[config.mk]
export PLATFORM = sky130hd
export DESIGN_NAME = serial_adder
export DESIGN_NICKNAME = d
export VERILOG_FILES = /design/src/rtl/serial_adder_pkg.sv /design/src/rtl/fa_slice.sv /design/src/rtl/serial_adder.sv
export SDC_FILE = /design/constraint.sdc
export NUM_CORES = 1
export LEC_CHECK = 0
export ABC_AREA = 1
export BUFFER_PORTS_ARGS = -buffer_cell sky130_fd_sc_hd__buf_2
export CORE_UTILIZATION = 55
export DETAILED_ROUTE_END_ITERATION = 16
export HOLD_SLACK_MARGIN = 0.1
export PLACE_DENSITY = 0.93
export SLEW_MARGIN = 10
export SYNTH_ARGS = -nofsm -noshare
export SYNTH_HDL_FRONTEND = slang
export SYNTH_SLANG_ARGS = --single-unit
[constraint.sdc]
create_clock -name clk -period 1.68 [get_ports clk]
set_input_delay 0.084 -clock clk [delete_from_list [all_inputs] [get_ports clk]]
set_output_delay 0.084 -clock clk [all_outputs]
set_load 0.05 [all_outputs]
[src/rtl/serial_adder_pkg.sv]
// Shared types and helpers for the serial adder.
package serial_adder_pkg;

  typedef enum logic [1:0] {IDLE, RUN, DONE} state_t;

  // One spare bit so the counter never wraps when STEPS is a power of two.
  function automatic int cnt_w(input int steps);
    return $clog2(steps) + 1;
  endfunction

endpackage

[src/rtl/fa_slice.sv]
// Combinational ripple of BITS_PER_CYCLE full adders.
module fa_slice #(
  parameter int BITS_PER_CYCLE = 1
) (
  input  logic [BITS_PER_CYCLE-1:0] a_s,
  input  logic [BITS_PER_CYCLE-1:0] b_s,
  input  logic                      c_in,
  output logic [BITS_PER_CYCLE-1:0] s,
  output logic                      c_out
);

  logic [BITS_PER_CYCLE:0] c;

  assign c[0] = c_in;

  for (genvar i = 0; i < BITS_PER_CYCLE; i++) begin : g_fa
    assign s[i]   = a_s[i] ^ b_s[i] ^ c[i];
    assign c[i+1] = (a_s[i] & b_s[i]) | (c[i] & (a_s[i] ^ b_s[i]));
  end

  assign c_out = c[BITS_PER_CYCLE];

endmodule

[src/rtl/serial_adder.sv]
// Multi-cycle adder: BITS_PER_CYCLE bits per clock, LSB first, valid/ready on both sides.
// Define SERIAL_ADDER_SUB_EN to add a 'sub' port for two's-complement subtraction.
module serial_adder
  import serial_adder_pkg::*;
#(
  parameter int WIDTH          = 8,
  parameter int BITS_PER_CYCLE = 1
) (
  input  logic             clk,
  input  logic             rst,
  input  logic             in_valid,
  output logic             in_ready,
  input  logic [WIDTH-1:0] a,
  input  logic [WIDTH-1:0] b,
  input  logic             cin,
`ifdef SERIAL_ADDER_SUB_EN
  input  logic             sub,
`endif
  output logic             out_valid,
  input  logic             out_ready,
  output logic [WIDTH-1:0] sum,
  output logic             cout
);

  localparam int STEPS = WIDTH / BITS_PER_CYCLE;
  localparam int CW    = cnt_w(STEPS);
  localparam logic [CW-1:0] LAST = CW'(STEPS - 1);

  if (WIDTH < 1 || BITS_PER_CYCLE < 1 || (WIDTH % BITS_PER_CYCLE) != 0) begin : g_bad_cfg
    $error("serial_adder: BITS_PER_CYCLE must divide WIDTH");
  end

  state_t                    state, state_nxt;
  logic [WIDTH-1:0]          a_sh, b_sh, sum_r, sum_nxt, b_load;
  logic                      carry, cout_r, c_load;
  logic [CW-1:0]             step;
  logic [BITS_PER_CYCLE-1:0] sl_s;
  logic                      sl_c;
  logic                      accept;

  // Subtraction folds into the adder: invert B and force carry-in.
`ifdef SERIAL_ADDER_SUB_EN
  assign b_load = sub ? ~b : b;
  assign c_load = sub ? 1'b1 : cin;
`else
  assign b_load = b;
  assign c_load = cin;
`endif

  assign accept = in_valid && (state == IDLE);

  fa_slice #(.BITS_PER_CYCLE(BITS_PER_CYCLE)) u_slice (
    .a_s   (a_sh[BITS_PER_CYCLE-1:0]),
    .b_s   (b_sh[BITS_PER_CYCLE-1:0]),
    .c_in  (carry),
    .s     (sl_s),
    .c_out (sl_c)
  );

  // Slice results enter at the MSB end so the word is aligned after STEPS shifts.
  if (BITS_PER_CYCLE == WIDTH) begin : g_sum_full
    assign sum_nxt = sl_s;
  end else begin : g_sum_shift
    assign sum_nxt = {sl_s, sum_r[WIDTH-1:BITS_PER_CYCLE]};
  end

  always_ff @(posedge clk) begin
    if (rst) state <= IDLE;
    else     state <= state_nxt;
  end

  always_comb begin
    state_nxt = state;
    in_ready  = 1'b0;
    out_valid = 1'b0;
    case (state)
      IDLE: begin
        in_ready = 1'b1;
        if (in_valid) state_nxt = RUN;
      end
      RUN:  if (step == LAST) state_nxt = DONE;
      DONE: begin
        out_valid = 1'b1;
        if (out_ready) state_nxt = IDLE;
      end
      default: state_nxt = IDLE;
    endcase
  end

  always_ff @(posedge clk) begin
    if (rst) begin
      a_sh   <= '0;
      b_sh   <= '0;
      sum_r  <= '0;
      carry  <= 1'b0;
      cout_r <= 1'b0;
      step   <= '0;
    end else if (accept) begin
      a_sh  <= a;
      b_sh  <= b_load;
      carry <= c_load;
      step  <= '0;
    end else if (state == RUN) begin
      a_sh   <= a_sh >> BITS_PER_CYCLE;
      b_sh   <= b_sh >> BITS_PER_CYCLE;
      sum_r  <= sum_nxt;
      carry  <= sl_c;
      cout_r <= sl_c;
      step   <= step + CW'(1);
    end
  end

  assign sum  = sum_r;
  assign cout = cout_r;

endmodule

Yosys cells after proc, flatten, opt, wreduce, memory -nomap -nowiden
Cells that the tools add are included.

storage, ports and cells
  flip-flop bits (word level) = 32
  input bits = 21
  output and inout port bits = 11
  word-level logic and storage cells = 38

operators by class
  add/sub/neg operators = 1
  eq/ne operators = 6
  mux-type cells = 12
  bitwise gates (word level) = 6
  reduce and logical (&&, ||, !) cells = 6

operator list
  cell                                                                    count
  8-bit two-way mux                                                       4
  2-bit two-way mux                                                       3
  2-bit inequality test (second input constant)                           3
  2-bit case mux with 3 select lines                                      1
  4-bit by 1-bit adder with 4-bit output (second input constant)          1
  4-bit by 3-bit equality test with 1-bit output (second input constant)  1
  1-bit two-way mux                                                       4
  3-bit AND reduction                                                     1
  1-bit AND                                                               2
  2-bit by 1-bit equality test with 1-bit output (second input constant)  1
  2-bit equality test (second input constant)                             1
  2-bit logical NOT                                                       1
  2-bit AND reduction                                                     1
  2-bit nonzero test                                                      1
  2-bit OR reduction                                                      1
  1-bit bitwise XOR                                                       2
  1-bit logical AND                                                       1
  1-bit inverter                                                          1
  1-bit bitwise OR                                                        1

Depth between registers and ports, before layout
Gate-level depths: netlist (run 1).

  depth after elaboration = 5
  gate-level depth with buffers = 6

Modules after synthesis
A second synthesis (run 1) with hierarchy kept.

second synthesis, totals
  cell total of the unflattened synthesis = 172
  area, all modules = 1307.5 sq um

modules (own cells, without submodules)
  module        instances  cells an instance  area each (sq um)
  serial_adder  1          171                1287.5
  fa_slice      1          1                  20.0

Worst setup path before layout (run 1)
Ideal clock, no wire load.

  path kind = flip-flop to flip-flop
  start = register state[0]
  end = register a_sh[0]
  data arrival time = 1.388 ns
  data required time = 1.606 ns
  setup slack = 0.218 ns
  stages on the path, launching flop included = 7
  period minus slack after synthesis = 1.462 ns
  cells stage by stage = dfxtp_1 nor2_2 nand2_2 clkinv_2 buf_6 nand2_1 a31oi_1

on the way
  longest elaborated chain between the ends = 3

ends and longest elaborated chain
  what                                                            RTL line             source
  start, declared                                                 serial_adder.sv:33   state_t state, state_nxt;
  start signal, assigned                                          serial_adder.sv:69   else state <= state_nxt;
  2-bit logical NOT                                               serial_adder.sv:50   assign accept = in_valid && (state == IDLE);
  1-bit logical AND                                               serial_adder.sv:50
  8-bit two-way mux / 2-bit nonzero test (equally long branches)  n/a
  end signal, assigned                                            serial_adder.sv:104  a_sh <= a_sh >> BITS_PER_CYCLE;
  end, declared                                                   serial_adder.sv:34   logic [WIDTH-1:0] a_sh, b_sh, sum_r, sum_nxt, b_load;

Parallel ways exist; a longest one is shown, timed or not.
A chain may end at the register's enable or synchronous reset.

Worst setup path after layout (run 1)
  start = register state[1]
  end = register state[1]

on the way
  longest elaborated chain between the ends = 3

ends and longest elaborated chain
  what                                                                          RTL line            source
  2-bit by 1-bit equality test with 1-bit output, or another cell as far along  serial_adder.sv:76  case (state)
  2-bit inequality test (no line)                                               n/a
  3-bit AND reduction (no line)                                                 n/a

Parallel ways exist; a longest one is shown, timed or not.

==> results_dict.tcl, run 1 <==
set metrics [dict create \
    run_status "completed" \
    hp-class "primary input to flip-flop" \
    peakVddDrop_v 0.000881 \
    reg2reg_slack_ps 370 \
    finalWirelength_microns 3050 \
    switchingPower_w 0.000494 \
    cts-root-buf "clkbuf_4" \
    postLayoutCellArea_sq_um 1710 \
    cts_setup_buffers 0 \
    critPathLaunchType "flip-flop" \
    drc_errors 0 \
    drt-vias-per-instance 5.14 \
    cts-buffers-inserted 5 \
    fin_skew_ps 8.44 \
    p_leak_nw 0.712 \
    areaGrowthSynthToFinish_pct 32.1 \
    finalSetupViolCount 0 \
    rows 17 \
    grt_pass1_wl_microns 4930 \
    gr-total-overflow 0 \
    hold_slack_ps 135 \
    layout_worst_path_cycle_share_pct 77.9 \
    p_per_area_nw_per_um2 1000 \
    arrival_ps 1530 \
    slew_headroom_pct 71.7 \
    avgSynthCellArea_sq_um 7.68 \
    yosys_warnings 0 \
    nFillCells 157 \
    initial_utilization_pct 58.7 \
    ant_nets 0 \
    dr.pass1.iters 4 \
    multi_input_area_sq_um 573 \
    grt_max_degree 28 \
    slew_viol_final 0 \
    syn_nets 192 \
    diodes 0 \
    register_area_sq_um 641 \
    netlist_instances 169 \
    clock.fmax_mhz 764 \
    syn-cell-area_sq_um 1300 \
    track_usage_pct 26.4 \
    max_cap_viol_count 0 \
    ys_seq_area_share_pct 49.4 \
    clockBufferDepth 2 \
    switching_share_pct 28.8 \
    fin_tns_setup_ps 0 \
    crit_path_end_kind "flip-flop" \
    required_ps 1900 \
    finalPower_w 0.00171 \
    wire_per_inst_microns 12.2 \
    gp_congestion 0.817 \
    rsz0062_at_grt "no" \
    p_int_w 0.00122 \
    fp.dieH_microns 50.6 \
    ys_ff_latch 32 \
    hold_violations 0 \
    drtIter0Drc 33 \
    fin_crit_ps 1310 \
    place_area_sq_um 1440 \
    timing.final.ws_setup_ps 371 \
    htreeDepth 2 \
    io_buffers 31 \
    dp_hpwl_microns 1850 \
    clock_latency_ps 340 \
    yosysUniqueCellTypes 20 \
    core_sq_um 2210 \
    drive_gt1_share_pct 20.8 \
    clk_pin_slew_ps 100 \
    dieArea_sq_um 2560 \
    critical_path_class "flip-flop to flip-flop" \
    cts.sinks 32 \
    tightest_slew_ps 423 \
    antenna_found_initial 0 \
    path_max_fanout 27 \
    combPwrFrac_pct 16.7 \
    pwr-share-seq_pct 48.9 \
    place_ws_ps 387 \
    die_x_microns 50.6 \
    cts_tree "built" \
    vias 1280 \
    nNetsFinal 243 \
    ios 32 \
    pwr-share-clk_pct 34.4 \
    grt_pass1_vias 1230 \
]
layer usage:
| layer | routed length, microns | global-route usage (%) | vias to the layer above |
|---|---|---|---|
| li1 | - | - | 649 |
| met1 | 1250 | 28.6 | 578 |
| met2 | 1570 | 45.1 | 44 |
| met3 | 168 | 9.70 | 9 |
| met4 | 58 | 12.5 | 0 |
| met5 | 0 | 0 | - |
registers in the layout (all words and copies together), names as in the netlist:
register  count
a_sh          8
b_sh          8
sum           8
step          4
state         2
carry         1
cout          1
power by group through the flow:
stage / combinational, W / clock [W] / sequential (W)
global route: 0.000312 / 0.000633 / 0.000844
detailed placement: 0.000250 / 0 / 0.000855
finish: 0.000286 / 0.000590 / 0.000839
floorplan: 0.000134 / 0 / 0.000909
global placement: 0.000241 / 0 / 0.000852
CTS: 0.000282 / 0.000595 / 0.000838
worst max-delay path, stage by stage (launching register included):
cell      delay, ps
dfxtp_1         360
inv_1           120
nand2_2         100
clkinv_2        280
a31oi_1         280
nor2_1           50
synth_stat cells:
| master | n | area share, % |
|---|---|---|
| clkbuf_1 | 2 | 0.58 |
| buf_2 | 2 | 0.77 |
| clkinv_2 | 2 | 0.77 |
| o21ai_0 | 9 | 3.5 |
| xor2_1 | 1 | 0.68 |
| fa_1 | 1 | 1.5 |
| nor3_1 | 3 | 1.2 |
| ha_1 | 1 | 0.96 |
| a21oi_1 | 5 | 1.9 |
| dfxtp_1 | 32 | 49 |
| a31oi_1 | 16 | 7.7 |
| buf_6 | 3 | 2.6 |
| inv_1 | 6 | 1.7 |
| o21ai_4 | 1 | 1.3 |
| nor2_2 | 1 | 0.48 |
| nand3_1 | 2 | 0.77 |
| nand2_1 | 56 | 16 |
| o21ai_1 | 1 | 0.39 |
| nor2_1 | 23 | 6.7 |
| nand2_2 | 2 | 0.96 |
cell families (layout without fill, tap and decap cells):
logic type | after synthesis | after routing | synth area share [%]
AOI/OAI and AO/OA | 32 | 32 | 14.8
xor gates and xnor gates | 1 | 1 | 0.675
adders and majority gates | 2 | 2 | 2.51
buffers and inverters | 15 | 67 | 6.46
DFF | 32 | 32 | 49.4
and+or+nand+nor | 87 | 87 | 26.2
layout make-up:
class | count | share of cell area (%)
Clock inverter | 3 | 2.48
Sequential cell | 32 | 37.4
Inverter | 8 | 1.90
Timing Repair Buffer | 51 | 20.6
Multi-Input combinational cell | 122 | 33.4
Tap cell | 28 | 2.04
Clock buffer | 5 | 2.19
per-stage QoR:
step / utilization [%] / instances
5_1_grt: 77.5 / 249
2_1_floorplan: - / 169
3_3_place_gp: 65.3 / 222
4_1_cts: 77.0 / 248
3_5_place_dp: 65.3 / 222
6_report: 77.5 / 249
cells in the final DEF, fill, tap and decap left out, types with 2 or more instances in the layout:
cell,synthesis,final
nand2_1,56,56
nand3_1,2,2
clkinv_2,2,3
a31oi_1,16,16
inv_1,6,6
o21ai_0,9,9
nor3_1,3,3
a21oi_1,5,5
clkbuf_4,0,5
buf_2,2,31
dlygate4sd3_1,0,19
nand2_2,2,2
dfxtp_1,32,32
nor2_1,23,23
repair_timing:
action                     CTS  global route
hold endpoints to repair    18             1
setup endpoints to repair    0             0
resized for setup            0             0
hold buffers                18             1
final timing paths:
path	startpoint	endpoint	cells past startpoint
worst max-delay path	state[1]	state[1]	5
worst min-delay path	rst	state[1]	2
worst max register to register	state[1]	state[1]	5
worst min register to register	a_sh[7]	a_sh[7]	2
(Power assumes the default switching activity.)
==> run 2, diff against run 1 <==
--- a/config.mk
+++ b/config.mk
@@ -5,12 +5,12 @@
 export SDC_FILE = /design/constraint.sdc
 export NUM_CORES = 1
 export LEC_CHECK = 0
-export ABC_AREA = 1
+export ABC_AREA = 0
 export BUFFER_PORTS_ARGS = -buffer_cell sky130_fd_sc_hd__buf_2
-export CORE_UTILIZATION = 55
+export CORE_UTILIZATION = 48
 export DETAILED_ROUTE_END_ITERATION = 16
 export HOLD_SLACK_MARGIN = 0.1
-export PLACE_DENSITY = 0.93
+export PLACE_DENSITY = 0.85
 export SLEW_MARGIN = 10
 export SYNTH_ARGS = -nofsm -noshare
 export SYNTH_HDL_FRONTEND = slang
==> constraint.sdc (replaced) <==
create_clock -name clk -period 1.1 [get_ports clk]
set_input_delay 0.055 -clock clk [delete_from_list [all_inputs] [get_ports clk]]
set_output_delay 0.055 -clock clk [all_outputs]
set_load 0.05 [all_outputs]
==> run 2 against run 1 <==
The flow now finishes with violations (negative setup slack). Maximum frequency down 1.3%. Power up 61%. Cell count up 13%. Sequential power up 54%. Combinational power up 90%. Critical path type unchanged. Largest cell class is now multi-input gates.
==> results_dict.tcl, run 2 <==
set metrics [dict create \
    mostFrequentLayoutCells "dfxtp_1, buf_2, buf_4" \
    worst-path-buf-inv 2 \
    yosysUniqueCellTypes 40 \
    io_buffers 31 \
    crit_path_end_kind "flip-flop" \
    core_sq_um 2880 \
    grt_pass1_vias 1514 \
    cts-root-buf "clkbuf_4" \
    fp.dieH_microns 58.1 \
    antenna_found_initial 0 \
    yosys.area.top_type "dfxtp_1" \
    critical-path-top-delay-family "buffers and inverters" \
    ys_ff_latch 32 \
    fin_skew_ps 11.8 \
    syn_nets 195 \
    drtIter0Drc 130 \
    hold_violations 0 \
    path_max_fanout 12 \
    ant_nets 0 \
    syn-cell-area_sq_um 1510 \
    required_ps 1360 \
    track_usage_pct 26.3 \
    rows 19 \
    dr.pass1.iters 5 \
    place_ws_ps -72.2 \
    diodes 0 \
    yosys-top-cells-count "dfxtp_1, nand2_1, a21oi_1, nor2_1, o22ai_1" \
    cp_slowest_cell "dfxtp_4" \
    max_cap_viol_count 0 \
    drt-vias-per-instance 5.85 \
    avgSynthCellArea_sq_um 8.79 \
    ys_seq_area_share_pct 42.4 \
    critical_path_class "flip-flop to flip-flop" \
    timing.final.ws_setup_ps -226 \
    layout_worst_path_cycle_share_pct 121 \
    tightest_slew_ps 286 \
    synth_flop_cell "dfxtp_1" \
    hold_slack_ps 140 \
    place_area_sq_um 1790 \
    clock.fmax_mhz 754 \
    nNetsFinal 261 \
    cts_tree "built" \
    critPathMaxStageDelay_ps 400 \
    hp-class "primary input to flip-flop" \
    crit_chain "inv_1 -> buf_4 -> o221ai_1 -> a21oi_1" \
    netlist_instances 172 \
    grt_max_degree 22 \
    htreeDepth 2 \
    ios 32 \
    drive_gt1_share_pct 46.0 \
    areaGrowthSynthToFinish_pct 49.3 \
    synth_most_common_cell "dfxtp_1" \
    dieArea_sq_um 3380 \
    die_x_microns 58.1 \
    cts.sinks 32 \
    synth_largest_type_area_fraction_pct 42.4 \
    reg2reg_slack_ps -230 \
    wire_per_inst_microns 17.1 \
    slew_headroom_pct 80.9 \
    clk_pin_slew_ps 110 \
    violations "negative setup slack" \
    slew_viol_final 0 \
    layout_commonest_cell "dfxtp_1" \
    rsz0062_at_grt "yes" \
    p_per_area_nw_per_um2 1220 \
    gr-total-overflow 0 \
    fin_crit_ps 1330 \
    postLayoutCellArea_sq_um 2260 \
    synth_edf_count 0 \
    clock_latency_ps 350 \
    initial_utilization_pct 52.5 \
    synth_area_leaders "dfxtp_1, a21oi_1, nand2_1" \
    p_leak_nw 0.924 \
    cts-buffers-inserted 5 \
    vias 1643 \
    critPathLaunchType "flip-flop" \
    grt_pass1_wl_microns 6650 \
    dp_hpwl_microns 2350 \
    drc_errors 0 \
    arrival_ps 1580 \
    gp_congestion 0.819 \
    peakVddDrop_v 0.000777 \
    finalSetupViolCount 28 \
    clockBufferDepth 2 \
    finalWirelength_microns 4790 \
    run_status "finished, violations left" \
    async_flop_share_pct 0 \
    yosys_warnings 0 \
]
[run 2: cell types whose count changed after synthesis, sizes merged, moves of 7 or more]
cell | before | now
a21oi | 5 | 21
a31oi | 16 | 1
nand2 | 58 | 22
nor2 | 24 | 17
o22ai | 0 | 9
[run 2: where the power goes]
group	internal [W]	switching [W]
Combinational	0.000273	0.000269
Clock	0.000473	0.000449
Sequential	0.00123	0.0000674
Total	0.00197	0.000786
[run 2: area by class of cell]
type / count / area (sq um)
Clock buffer: 5 / 37.5
Timing Repair Buffer: 72 / 561
Sequential cell: 32 / 652
Inverter: 3 / 15.0
Tap cell: 42 / 52.6
Fill cell: 174 / 619
Multi-Input combinational cell: 124 / 897
Clock inverter: 3 / 42.5
[run 2: worst paths after layout]
path | from | to | cells past startpoint
worst max register to register | state[1] | b_sh[2] | 4
worst min register to register | sum[0] | sum[0] | 2
worst min-delay path | in_valid | a_sh[1] | 3
worst max-delay path | state[1] | b_sh[2] | 4
[run 2: stage by stage]
| step | total power (W) | cells | utilization [%] | TNS, ps |
|---|---|---|---|---|
| 5_1_grt | 0.00285 | 281 | 78.5 | -3140 |
| 3_5_place_dp | 0.00170 | 252 | 62.3 | -764 |
| 4_1_cts | 0.00268 | 279 | 73.9 | -779 |
| 3_3_place_gp | 0.00169 | 252 | 62.3 | -452 |
| 6_report | 0.00276 | 281 | 78.5 | -1780 |
| 2_1_floorplan | 0.00156 | 172 | - | -199 |
[run 2: cell families after synthesis]
| logic type | after synthesis | synth area share [%] |
|---|---|---|
| simple gates | 63 | 21.4 |
| fa+ha+maj | 2 | 2.15 |
| flops | 32 | 42.4 |
| compound gates | 58 | 26.4 |
| mux | 1 | 0.662 |
| buf+inv | 16 | 7.04 |
[run 2: worst register-to-register path, cell delays in order, from the launching register on]
cell      delay (ps)
dfxtp_4          400
inv_1            240
buf_4            200
o221ai_1         160
a21oi_1          240
[run 2: metal layers]
layer | vias to the layer above | share of wire, % | GRT usage [%]
li1 | 749 | - | -
met1 | 806 | 40 | 30.6
met2 | 71 | 52 | 44.7
met3 | 17 | 5.2 | 5.58
met4 | 0 | 3.0 | 15.0
met5 | - | 0 | 0
[run 2: what timing repair did]
| item | 4_1_cts | 5_1_grt |
|---|---|---|
| setup buffers | 2 | 1 |
| hold endpoints to repair | 16 | 0 |
| hold buffers | 17 | 0 |
| endpoints found under the setup margin | 25 | 33 |
| gates resized for setup | 21 | 34 |
| gates cloned | 0 | 1 |
| pin swaps | 5 | 12 |
==> run 3, diff against run 2 <==
--- a/config.mk
+++ b/config.mk
@@ -6,11 +6,12 @@
 export NUM_CORES = 1
 export LEC_CHECK = 0
 export ABC_AREA = 0
-export BUFFER_PORTS_ARGS = -buffer_cell sky130_fd_sc_hd__buf_2
-export CORE_UTILIZATION = 48
+export CORE_MARGIN = 8
+export CORE_UTILIZATION = 55
 export DETAILED_ROUTE_END_ITERATION = 16
+export DONT_BUFFER_PORTS = 1
 export HOLD_SLACK_MARGIN = 0.1
-export PLACE_DENSITY = 0.85
+export PLACE_DENSITY = 0.84
 export SLEW_MARGIN = 10
 export SYNTH_ARGS = -nofsm -noshare
 export SYNTH_HDL_FRONTEND = slang
==> run 3 against run 2 <==
The run ends with negative hold slack, negative setup slack left. Non-clock buffer count is 28 lower. First-iteration DRC count is 4.6% lower. Wire length is 6.8% lower. Maximum frequency is 4.8% higher. Critical endpoint is now out_valid.
==> results_dict.tcl, run 3 (synthesis gave the netlist of run 2 again) <==
set metrics [dict create \
    run_status "finished, violations left" \
    violations "negative hold slack, negative setup slack" \
    slew_viol_final 0 \
    clk_pin_slew_ps 110 \
    finalSetupViolCount 33 \
    cts.sinks 32 \
    drt-vias-per-instance 6.10 \
    arrival_ps 1210 \
    tightest_slew_ps 286 \
    dr.max_layer_used "met4" \
    critPathLaunchType "flip-flop" \
    rr_worst_depth 5 \
    hold_slack_ps -98.9 \
    hold_violations 23 \
    critical_path_class "flip-flop to output port" \
    crit_chain "buf_6 -> buf_6 -> nor2b_4 -> buf_8" \
    fin_tns_setup_ps -2560 \
    clock_latency_ps 340 \
    vias 1476 \
    slew_headroom_pct 80.8 \
    dr.pass1.iters 4 \
    layout_commonest_cell "dfxtp_1" \
    cts_tree "built" \
    gr-total-overflow 0 \
    clock.fmax_mhz 790 \
    die_x_microns 68.4 \
    crit_path_end_kind "output port" \
    clockBufferDepth 2 \
    place_area_sq_um 1710 \
    track_usage_pct 18.7 \
    fin_skew_ps 19.1 \
    dieArea_sq_um 4680 \
    wl_met2_microns 2340 \
    grt_pass1_vias 1472 \
    crit_path_start "state[0]" \
    layout_worst_path_cycle_share_pct 115 \
    drive_gt1_share_pct 43.1 \
    critPathCapture "out_valid" \
    p_per_area_nw_per_um2 1160 \
    r2r-start "state[0]" \
    cts-root-buf "clkbuf_4" \
    ant_nets 0 \
    mostFrequentLayoutCells "dfxtp_1, buf_4, nand2_1" \
    cp_slowest_cell "dfxtp_4" \
    fp.dieH_microns 68.4 \
    rsz0062_at_grt "yes" \
    antenna_found_initial 0 \
    dp_hpwl_microns 2750 \
    required_ps 1040 \
    cts-buffers-inserted 5 \
    hp-class "primary input to flip-flop" \
    path_max_fanout 5 \
    fin_crit_ps 1270 \
    drtIter0Drc 124 \
    io_buffers 0 \
    reg2reg_slack_ps -140 \
    hold_depth 2 \
    gp_congestion 0.808 \
    cp_common_cell "buf_6" \
    timing.final.ws_setup_ps -166 \
    areaGrowthSynthToFinish_pct 41.7 \
    wire_per_inst_microns 18.5 \
    met3_wirelength_microns 314 \
    rows 19 \
    finalWirelength_microns 4470 \
    drc_errors 0 \
    p_leak_nw 0.809 \
    postLayoutCellArea_sq_um 2140 \
    ios 32 \
    rr_endpoint "a_sh[5]" \
    grt_pass1_wl_microns 6560 \
    nNetsFinal 233 \
    wl_met1_microns 1680 \
    place_ws_ps -111 \
    diodes 0 \
    max_cap_viol_count 0 \
    core_sq_um 2690 \
    initial_utilization_pct 56.3 \
    htreeDepth 2 \
    peakVddDrop_v 0.00122 \
    grt_max_degree 27 \
    critPathMaxStageDelay_ps 360 \
]
==> run 3: changes by cell type in the layout (fill, tap and decap cells not counted), sizes merged <==
cell         change
buf             -17
bufinv           -1
clkbuf           +1
clkinv           -1
clkinvlp         -1
dlygate4sd3      -9
==> run 3: critical path, delay by kind of cell (launching register included) <==
kind	cells	cell delay [ps]
and+or+nand+nor	1	120
DFF	1	360
buffers and inverters	3	390
==> run 3: metrics by stage <==
step	hold WS (ps)	cells	utilization [%]	power, W
floorplan	225	172	-	0.00156
finish	-98.9	242	79.7	0.00250
detailed placement	130	218	63.6	0.00166
global placement	127	218	63.6	0.00163
global route	-99.5	242	79.7	0.00260
CTS	-225	233	71.8	0.00238
==> run 3: power breakdown <==
group | internal, W | switching [W]
clock network | 0.000315 | 0.000390
registers | 0.00122 | 0.0000614
logic | 0.000260 | 0.000244
total | 0.00180 | 0.000695
==> run 3: layout make-up <==
cell class / count / area [sq um]
multi-input combinational: 124 / 925
sequential: 32 / 651
fill: 156 / 544
timing repair buffer: 44 / 454
clock buffer: 8 / 58.8
tap: 31 / 38.8
inverter: 3 / 15.0
==> run 3: per-layer routing <==
metal | vias to the layer above | GRT usage [%]
met3 | 14 | 6.06
met1 | 705 | 18.8
li1 | 695 | -
met5 | - | 0
met4 | 0 | 11.3
met2 | 62 | 32.8
==> run 3: worst min-delay path by stage <==
stage / start / endpoint / slack, ps
after floorplan: out_ready / state[1] / 220
after global placement: rst / b_sh[6] / 130
after detailed placement: rst / step[2] / 130
after CTS: rst / a_sh[3] / -230
after global routing: in_valid / b_sh[1] / -100
final: in_valid / a_sh[1] / -100
==> run 3: timing repair <==
item                                    4_1_cts  5_1_grt
pin swaps                                    18        4
setup buffers                                 7        0
hold endpoints to repair                     32       32
gates resized for setup                      27       28
endpoints found under the setup margin       34       34
